`src/rtl/adc_emu_pkg.sv`:
```
// Shared types, defaults and sample-tag helper for the ADC emulator.
// Imported by the emulator top and its synchronizer.
package adc_emu_pkg;

    localparam int NUM_CH_D      = 8;
    localparam int DATA_W_D      = 16;
    localparam int BUSY_CYCLES_D = 108;
    localparam int SYNC_STAGES_D = 2;
    localparam int CONV_CNT_W    = 13;

    typedef enum logic [1:0] {
        IDLE,
        CONVERT,
        READOUT
    } state_t;

    // Channel in the top bits so every captured word identifies its source.
    function automatic logic [15:0] sample_tag(
        input logic [2:0]            ch,
        input logic [CONV_CNT_W-1:0] n
    );
        return {ch, n};
    endfunction

endpackage

```
`src/rtl/adc_emulator_sync_edge.sv`:
```
// Multi-flop synchronizer with rise/fall detection on the AND of its bits.
// A single-bit instance is a plain synchronizer plus edge detector.
module sync_edge #(
    parameter int             W       = 1,
    parameter int             STAGES  = 2,
    parameter logic [W-1:0]   RST_VAL = '0
) (
    input  logic         i_clk,
    input  logic         i_rst,
    input  logic [W-1:0] i_d,
    output logic         o_level,
    output logic         o_rise,
    output logic         o_fall
);

    logic [W-1:0] r_sync [STAGES];
    logic         r_prev;

    always_ff @(posedge i_clk or posedge i_rst) begin
        if (i_rst) begin
            for (int i = 0; i < STAGES; i++) r_sync[i] <= RST_VAL;
            r_prev <= &RST_VAL;
        end else begin
            r_sync[0] <= i_d;
            for (int i = 1; i < STAGES; i++) r_sync[i] <= r_sync[i-1];
            r_prev <= o_level;
        end
    end

    assign o_level = &r_sync[STAGES-1];
    assign o_rise  = o_level & ~r_prev;
    assign o_fall  = ~o_level & r_prev;

endmodule

```
`src/rtl/adc_emulator.sv`:
```
// Board stand-in for the 8-channel parallel ADC: answers the driver's
// convst / RD_N handshake with deterministic channel-tagged samples.
module adc_emulator
    import adc_emu_pkg::*;
#(
    parameter int NUM_CH      = NUM_CH_D,
    parameter int DATA_W      = DATA_W_D,
    parameter int BUSY_CYCLES = BUSY_CYCLES_D,
    parameter int SYNC_STAGES = SYNC_STAGES_D
) (
    input  logic                  CLOCK_27M,
    input  logic                  rst,
    input  logic                  convst_A,
    input  logic                  convst_B,
    input  logic                  convst_C,
    input  logic                  convst_D,
    input  logic                  RD_N,
    input  logic                  ADC_CS_N,
    input  logic                  ADCrst,
    input  logic                  pattern_sel,
    output logic [DATA_W-1:0]     DB,
    output logic                  Busy,
    output logic                  convst_err,
    output logic [CONV_CNT_W-1:0] conv_cnt
);

    localparam int CH_W  = (NUM_CH > 1) ? $clog2(NUM_CH) : 1;
    localparam int CNT_W = $clog2(BUSY_CYCLES + 1);
    localparam logic [CNT_W-1:0] BUSY_LD = CNT_W'(BUSY_CYCLES - 1);

    logic w_cv_rise, w_cv_fall, w_cv_lvl;
    logic w_rd_rise, w_rd_fall, w_rd_lvl;
    logic w_cs_rise, w_cs_fall, w_cs_lvl;
    logic w_ar_rise, w_ar_fall, w_ar_lvl;
    logic w_unused;

    sync_edge #(.W(4), .STAGES(SYNC_STAGES), .RST_VAL(4'b0000)) u_sync_cv (
        .i_clk(CLOCK_27M), .i_rst(rst),
        .i_d({convst_A, convst_B, convst_C, convst_D}),
        .o_level(w_cv_lvl), .o_rise(w_cv_rise), .o_fall(w_cv_fall)
    );

    sync_edge #(.W(1), .STAGES(SYNC_STAGES), .RST_VAL(1'b1)) u_sync_rd (
        .i_clk(CLOCK_27M), .i_rst(rst), .i_d(RD_N),
        .o_level(w_rd_lvl), .o_rise(w_rd_rise), .o_fall(w_rd_fall)
    );

    sync_edge #(.W(1), .STAGES(SYNC_STAGES), .RST_VAL(1'b1)) u_sync_cs (
        .i_clk(CLOCK_27M), .i_rst(rst), .i_d(ADC_CS_N),
        .o_level(w_cs_lvl), .o_rise(w_cs_rise), .o_fall(w_cs_fall)
    );

    sync_edge #(.W(1), .STAGES(SYNC_STAGES), .RST_VAL(1'b0)) u_sync_ar (
        .i_clk(CLOCK_27M), .i_rst(rst), .i_d(ADCrst),
        .o_level(w_ar_lvl), .o_rise(w_ar_rise), .o_fall(w_ar_fall)
    );

    assign w_unused = ^{w_cv_lvl, w_cv_fall, w_rd_lvl, w_rd_rise,
                        w_cs_rise, w_cs_fall, w_ar_rise, w_ar_fall};

    state_t                r_state, w_next;
    logic [CNT_W-1:0]      r_busy_cnt;
    logic                  r_busy;
    logic                  r_err;
    logic [CONV_CNT_W-1:0] r_conv_cnt;
    logic [CONV_CNT_W-1:0] w_cnt_nx;
    logic [CH_W-1:0]       r_ch_idx;
    logic [DATA_W-1:0]     r_db;
    logic [DATA_W-1:0]     r_shadow [NUM_CH];
    logic [DATA_W-1:0]     r_acc    [NUM_CH];
    logic                  w_read, w_conv, w_last, w_serve;
    logic                  w_start, w_err;

    assign w_read   = w_rd_fall & ~w_cs_lvl;
    assign w_conv   = w_cv_rise;
    assign w_last   = (r_ch_idx == CH_W'(NUM_CH - 1));
    assign w_serve  = w_read && (r_state != CONVERT);
    assign w_cnt_nx = r_conv_cnt + 1'b1;

    always_ff @(posedge CLOCK_27M or posedge rst) begin
        if (rst) r_state <= IDLE;
        else     r_state <= w_next;
    end

    // A convst racing the final read of a frame is a clean back-to-back start.
    always_comb begin
        w_next  = r_state;
        w_start = 1'b0;
        w_err   = 1'b0;
        if (w_ar_lvl) begin
            w_next = IDLE;
        end else begin
            unique case (r_state)
                IDLE: begin
                    if (w_conv) begin
                        w_next  = CONVERT;
                        w_start = 1'b1;
                    end
                end
                CONVERT: begin
                    w_err = w_conv;
                    if (r_busy_cnt == '0) w_next = READOUT;
                end
                READOUT: begin
                    if (w_conv) begin
                        w_next  = CONVERT;
                        w_start = 1'b1;
                        w_err   = !(w_read && w_last);
                    end else if (w_read && w_last) begin
                        w_next = IDLE;
                    end
                end
                default: w_next = IDLE;
            endcase
        end
    end

    always_ff @(posedge CLOCK_27M or posedge rst) begin
        if (rst) begin
            r_busy     <= 1'b0;
            r_busy_cnt <= '0;
            r_err      <= 1'b0;
            r_conv_cnt <= '0;
            r_ch_idx   <= '0;
            r_db       <= '0;
            for (int c = 0; c < NUM_CH; c++) begin
                r_shadow[c] <= '0;
                r_acc[c]    <= '0;
            end
        end else if (w_ar_lvl) begin
            r_busy     <= 1'b0;
            r_busy_cnt <= '0;
            r_err      <= 1'b0;
            r_conv_cnt <= '0;
            r_ch_idx   <= '0;
            r_db       <= '0;
            for (int c = 0; c < NUM_CH; c++) begin
                r_shadow[c] <= '0;
                r_acc[c]    <= '0;
            end
        end else begin
            if (w_start) begin
                r_busy     <= 1'b1;
                r_busy_cnt <= BUSY_LD;
            end else if (r_state == CONVERT) begin
                if (r_busy_cnt != '0) begin
                    r_busy_cnt <= r_busy_cnt - 1'b1;
                end else begin
                    r_busy     <= 1'b0;
                    r_conv_cnt <= w_cnt_nx;
                    r_ch_idx   <= '0;
                    for (int c = 0; c < NUM_CH; c++) begin
                        if (pattern_sel) begin
                            r_acc[c]    <= r_acc[c] + DATA_W'((c + 1) * 64);
                            r_shadow[c] <= r_acc[c] + DATA_W'((c + 1) * 64);
                        end else begin
                            r_shadow[c] <= DATA_W'(sample_tag(3'(c), w_cnt_nx));
                        end
                    end
                end
            end
            if (w_serve) begin
                r_db     <= r_shadow[r_ch_idx];
                r_ch_idx <= w_last ? '0 : r_ch_idx + 1'b1;
            end
            if (w_err) r_err <= 1'b1;
        end
    end

    assign DB         = r_db;
    assign Busy       = r_busy;
    assign convst_err = r_err;
    assign conv_cnt   = r_conv_cnt;

endmodule

```
`config.mk`:
```
export PLATFORM = sky130hd
export DESIGN_NAME = adc_emulator
export DESIGN_NICKNAME = d
export VERILOG_FILES = /design/src/rtl/adc_emu_pkg.sv /design/src/rtl/adc_emulator_sync_edge.sv /design/src/rtl/adc_emulator.sv
export SDC_FILE = /design/constraint.sdc
export NUM_CORES = 1
export LEC_CHECK = 0
export ABC_AREA = 1
export BUFFER_PORTS_ARGS = -buffer_cell sky130_fd_sc_hd__buf_2
export CORE_AREA = 8 8 209 151
export DETAILED_ROUTE_END_ITERATION = 16
export DIE_AREA = 0 0 217 159
export SYNTH_ARGS = -nofsm -noshare
export SYNTH_HDL_FRONTEND = slang
export SYNTH_SLANG_ARGS = --single-unit
export TNS_END_PERCENT = 10
```
`constraint.sdc`:
```
create_clock -name CLOCK_27M -period 8.6 [get_ports CLOCK_27M]
set_clock_uncertainty 0.2 [all_clocks]
set_input_delay 0.43 -clock CLOCK_27M [delete_from_list [all_inputs] [get_ports CLOCK_27M]]
set_output_delay 0.43 -clock CLOCK_27M [all_outputs]
set_load 0.01 [all_outputs]
```
Yosys cells after proc, flatten, opt, wreduce, memory -nomap -nowiden:

Cells that the tools add are included.

* output and inout port bits: 31
* logic and storage cells: 146
* flip-flop bits (word level): 315
* bits of input ports: 10

* reduce and logical (&&, ||, !) cells: 21
* add/subtract/negate cells: 11
* mux-type cells: 61
* order comparisons: 1
* equal/unequal tests: 12
* bitwise operators: 7

Operators with widths (count)
* $mux W128: 8
* $mux W16: 20
* $add A16 B9 Y16 const B: 4
* $mux W13: 4
* $bmux W16 S3: 1
* $add A16 B8 Y16 const B: 2
* $mux W7: 4
* $mux W3: 6
* $add A16 B10 Y16 const B: 1
* $add A16 B7 Y16 const B: 1
* $ne A3 B2 Y1 const B: 5
* $add A13 B1 Y13 const B: 1
* $mux W1: 11
* $mux W2: 5
* $reduce_and A3 Y1: 3
* $reduce_bool A3 Y1: 3
* $reduce_and A4 Y1: 2
* $reduce_bool A2 Y1: 4
* $logic_not A7 Y1: 1
* $reduce_bool A7 Y1: 1
* $sub A7 B1 Y7 const B: 1
* $ne A2 B1 Y1 const B: 3
* $pmux W2 S3: 1
* $ge A4 B4 Y1 const B: 1
* 14 further kinds: 20

Longest topological paths before layout:

* depth in word-level cells: 10
* gate-level depth with buffers: 13
* mapped depth without buffers: 11

Cells and area by module:

A second synthesis with hierarchy kept.

* cells, all modules: 1406
* area total of the unflattened synthesis: 11006.8 µm²

Modules (own cells, without submodules)
* adc_emulator: area an instance 10445.0 µm², sequential area each 4954.8 µm², cells each 1366, times used 1
* sync_edge (u_sync_cv): area an instance 272.8 µm², sequential area each 225.2 µm², cells each 16, times used 1
* sync_edge (u_sync_cs ...): area an instance 97.6 µm², sequential area each 78.8 µm², cells each 8, times used 2
* sync_edge (u_sync_ar): area an instance 93.8 µm², sequential area each 75.1 µm², cells each 8, times used 1

Least setup slack after synthesis:

No wires, ideal clock.

* path type: reg2reg
* from: register r_busy_cnt[0]
* to: register r_shadow[63] (netlist bit)
* path buffers: 2
* library setup time: 113 ps
* required time: 8287 ps
* slack: 6756 ps
* arrival: 1532 ps
* cell stages (with the launch flop): 14
* clock period less this slack: 1844 ps
* cell sequence: dfrtp_1 > inv_1 > ha_1 > inv_1 > nor2_1 > nand2_4 > nand2_4 > nand2_2 > nor2_4 > buf_6 > buf_6 > nand2_2 > nand2_1 > inv_1

* word-level cells in the longest chain between the ends: 3

RTL lines
* start: declaration: RTL line adc_emulator.sv:62 `logic [CNT_W-1:0] r_busy_cnt;`
* start signal: assignment: RTL line adc_emulator.sv:147 `r_busy_cnt <= r_busy_cnt - 1'b1;`
* $reduce_bool A7 Y1: RTL line adc_emulator.sv:146 `if (r_busy_cnt != '0) begin`
* $ne A2 B1 Y1 (no source line)
* $reduce_and A3 Y1 (no source line)
* end signal: indexed assignment: RTL line adc_emulator.sv:155 `r_shadow[c] <= r_acc[c] + DATA_W'((c + 1) * 64);`
* end signal: indexed assignment: RTL line adc_emulator.sv:157 `r_shadow[c] <= DATA_W'(sample_tag(3'(c), w_cnt_nx));`
* end: declaration: RTL line adc_emulator.sv:69 `logic [DATA_W-1:0] r_shadow [NUM_CH];`

Every way passes these cells.
A chain may end at the register's enable or synchronous reset.

Final worst setup path:

* from: register u_sync_ar.r_sync, in the netlist u_sync_ar.o_level
* to: register r_shadow[72] (netlist bit)

* word-level cells in the longest chain between the ends: 3
* elaborated cells on any way between the ends: 6
* classes of those cells: eq/ne (2); mux (2); reduce/logical (2)

RTL lines
* start: declaration: RTL line adc_emulator_sync_edge.sv:16 `logic [W-1:0] r_sync [STAGES];`
* $mux W1: RTL line adc_emulator.sv:90 `if (w_ar_lvl) begin`
* $ne A2 B1 Y1 (no source line)
* $reduce_and A3 Y1 (no source line)

Several ways; a longest one is shown, not always the timed one.

==> impl_metrics.env <==
export IMPL_fin_cells=1899
export IMPL_cap_viol_max_count=0
export IMPL_r2r_end="r_shadow[72]"
export IMPL_cts_resized=0
export IMPL_setup_viol=0
export IMPL_routed_wl_mm=30.7
export IMPL_dp_hpwl_mm=20.3
export IMPL_synth_area_leaders="dfrtp_1 (47%), nand2_1 (18%), nand3_1 (6.1%)"
export IMPL_crit_fanout=72
export IMPL_grt_max_degree=140
export IMPL_seq_area_um2=5360
export IMPL_synth_distinct_cells=34
export IMPL_numClockSinks=214
export IMPL_die_area_um2=34500
export IMPL_hold_buffers=8
export IMPL_syn_num_nets=1509
export IMPL_via_count=9544
export IMPL_drt_initial_drc_count=872
export IMPL_grt_pass1_vias=9110
export IMPL_crit_reg2reg_launch="u_sync_ar.o_level"
export IMPL_multi_input_area_um2=4770
export IMPL_synth_top_area_share_pct=47.1
export IMPL_antenna_found_initial=1
export IMPL_relSlewSlack_pct=32.1
export IMPL_port_buffers=40
export IMPL_drc=0
export IMPL_drive_gt1_share_pct=8.15
export IMPL_path_buf_inv=4
export IMPL_leakage_nw=6.64
export IMPL_synth_top_family_by_area="simple AND/OR/NAND/NOR gates"
export IMPL_fin_crit_ns=3.08
export IMPL_synth_seq_area_share_pct=48.3
export IMPL_crit_arrival_ns=3.34
export IMPL_critPathRequiredTime_ns=8.86
export IMPL_clockBufferDepth=3
export IMPL_rows=52
export IMPL_cts_root_buf="clkbuf_16"
export IMPL_cp_start_kind="register"
export IMPL_final_antenna_net_count=0
export IMPL_final_hold_violation_count=0
export IMPL_max_slew_worst_pin_slew_ns=1.02
export IMPL_grt_pass1_wl_mm=50.2
export IMPL_gp_routability_congestion=0.835
export IMPL_power_density_nw_per_um2=269
export IMPL_r2r_slack_ns=5.52
export IMPL_antenna_cells=0
export IMPL_run_status="finished clean"
export IMPL_area_growth_syn_to_layout_pct=11.7
export IMPL_cts_setup_buffers=0
export IMPL_final_cell_mix="nand2_1 (539), dfrtp_1 (209), inv_1 (157), nand3_1 (136), nor2_1 (114)"
export IMPL_period_share_pct=35.8
export IMPL_synth_compound_area_share_pct=8.09
export IMPL_path_depth=9
export IMPL_hp_class="register to register"
export IMPL_start_util_pct=39.2
export IMPL_core_area_um2=28400
export IMPL_dieHeight_um=159
export IMPL_yosys_warnings=0
export IMPL_critical_path_startpoint="u_sync_ar.o_level"
export IMPL_detail_route_wl_per_cell_um=16.2
export IMPL_netlist_instances=1482
export IMPL_pin_count=41
export IMPL_syn_area_um2=11100
export IMPL_rsz0062_at_grt="false"
export IMPL_worstPathCellList="buf_4, inv_2, buf_4, nand2_1, nand2_2, nor2_4, buf_4, nand2_1, nand3_1"
export IMPL_critPathCapture="r_shadow[72]"
export IMPL_tns_ns=0
export IMPL_synth_seq_cells=214
export IMPL_slowest_stage="buf_4"
export IMPL_overflow=0
export IMPL_fillers=2906
export IMPL_cp_common_cell="buf_4"
export IMPL_ir_drop_v=0.000135
export IMPL_yosys_area_top_type="dfrtp_1"
export IMPL_track_usage_pct=17.8
export IMPL_cts_tree="built"
export IMPL_clk_pin_slew_ns=0.06
export IMPL_drtPass1Iterations=5
export IMPL_htreeDepth=1
export IMPL_finalNetCount=1533
export IMPL_fp_dieW_um=217
export IMPL_postSynthAreaPerCell_um2=7.50
export IMPL_total_power_w=0.00334
export IMPL_dp_cells=1850
export IMPL_fmax_mhz=325
export IMPL_yosys_area_share_simple_pct=31.5
export IMPL_synth_mux_area_share_pct=0
export IMPL_endpoint_kind="register"
export IMPL_synth_xor_area_share_pct=1.42
export IMPL_criticalPathCategory="register to register"
export IMPL_slowest_delay_ns=0.63
export IMPL_viasPerCell=5.03
export IMPL_drv_slew=0
export IMPL_ff2ff_path_depth=9
export IMPL_synth_fa_ha_area_share_pct=1.91
export IMPL_final_common_cell="nand2_1"
export IMPL_clk_latency_ns=0.53
export IMPL_critical_path_top_delay_family="buffers and inverters"
export IMPL_cts_buffers=24
export IMPL_final_util_pct=43.7
## synth_stat cells
| cell | number |
|---|---|
| nand4_1 | 23 |
| dfstp_2 | 5 |
| buf_1 | 1 |
| nand2_4 | 3 |
| inv_1 | 158 |
| dfrtp_1 | 209 |
| ha_1 | 17 |
| nand2_1 | 539 |
| nor2_1 | 114 |
| xor2_1 | 16 |
| nand2_2 | 6 |
| o211ai_1 | 22 |
| buf_6 | 8 |
| nor3_1 | 5 |
| nor3_4 | 1 |
| or2_2 | 7 |
| clkinv_1 | 2 |
| o21ai_0 | 103 |
| nor2_2 | 3 |
| o21bai_1 | 3 |
| a22o_1 | 6 |
| buf_2 | 22 |
| a21oi_1 | 9 |
| nand3_1 | 136 |
| nand3_2 | 1 |
| xnor2_1 | 2 |
| nand3b_1 | 1 |
| buf_4 | 9 |
| clkbuf_1 | 23 |
| o22ai_1 | 2 |
| nor2_4 | 2 |
| nand2b_1 | 1 |
| inv_2 | 6 |
| o21ai_1 | 17 |
## logic make-up after synthesis
| kind of cell | count (synthesis) |
|---|---|
| AO/OA/AOI/OAI | 162 |
| XOR/XNOR | 18 |
| adder cells (fa/ha/maj) | 17 |
| buffers and inverters | 229 |
| flip-flops | 214 |
| AND/OR/NAND/NOR | 842 |
## worst min-delay path by stage
stage | start | to | slack [ns] | depth (start not counted)
2_1_floorplan | u_sync_ar.r_sync[1] | u_sync_ar.o_level | 0.13 | 0
3_3_place_gp | u_sync_cv.r_sync[4] | u_sync_cv.r_sync[0] | 0.14 | 0
3_5_place_dp | u_sync_cv.r_sync[7] | u_sync_cv.r_sync[3] | 0.14 | 0
4_1_cts | u_sync_cv.r_sync[7] | u_sync_cv.r_sync[3] | 0.16 | 0
5_1_grt | u_sync_cv.r_sync[4] | u_sync_cv.r_sync[0] | 0.16 | 0
6_report | u_sync_cv.r_sync[7] | u_sync_cv.r_sync[3] | 0.15 | 0
## worst register-to-register path, stage by stage, from the launching register on
cell	delay [ns]
dfrtp_1	0.32
buf_4	0.40
inv_2	0.08
buf_4	0.34
nand2_1	0.22
nand2_2	0.09
nor2_4	0.38
buf_4	0.64
nand2_1	0.23
nand3_1	0.13
## power breakdown
part	total [W]	leakage, nW	internal (W)	switching, W
combinational	0.000941	3.38	0.000268	0.000674
sequential	0.00134	2.87	0.00119	0.000147
clock	0.00106	0.390	0.000631	0.000426
total	0.00334	6.64	0.00209	0.00125
## state kept, by name (all words and copies together) (netlist names)
name,cells
convst_err,1
u_sync_cs.o_level,1
DB,16
u_sync_cv.r_sync,8
u_sync_cv.r_prev,1
u_sync_rd.r_sync,1
r_acc,73
r_state,2
u_sync_rd.o_level,1
Busy,1
u_sync_ar.r_sync,1
conv_cnt,13
u_sync_ar.o_level,1
u_sync_cs.r_sync,1
r_busy_cnt,7
r_shadow,82
r_ch_idx,3
u_sync_rd.r_prev,1
## final cells by class
class                      count  area share, %
sequential                   214           43.2
inverter                     166           5.08
multi-input combinational   1039           38.4
clock inverter                 6          0.666
clock buffer                  35           5.75
tap                          378           3.81
timing repair buffer          61           3.05
## layer usage
| layer | global-route usage (%) | vias up | part of all wire (%) |
|---|---|---|---|
| met5 | 0 | - | 0.033 |
| met4 | 3.47 | 2 | 1.5 |
| met3 | 5.94 | 39 | 9.3 |
| met2 | 24.2 | 267 | 39 |
| met1 | 26.8 | 4505 | 50 |
| li1 | - | 4731 | - |
## per-stage QoR
step | hold slack, ns | setup WS (ns) | instance area, µm²
after floorplan | 0.131 | 2.13 | 11100
after global placement | 0.137 | 5.23 | 11500
after detailed placement | 0.143 | 5.20 | 11500
after CTS | 0.157 | 5.51 | 12400
after global routing | 0.160 | 5.29 | 12400
final | 0.153 | 5.52 | 12400
No activity file was read; power rests on OpenSTA's default activity.
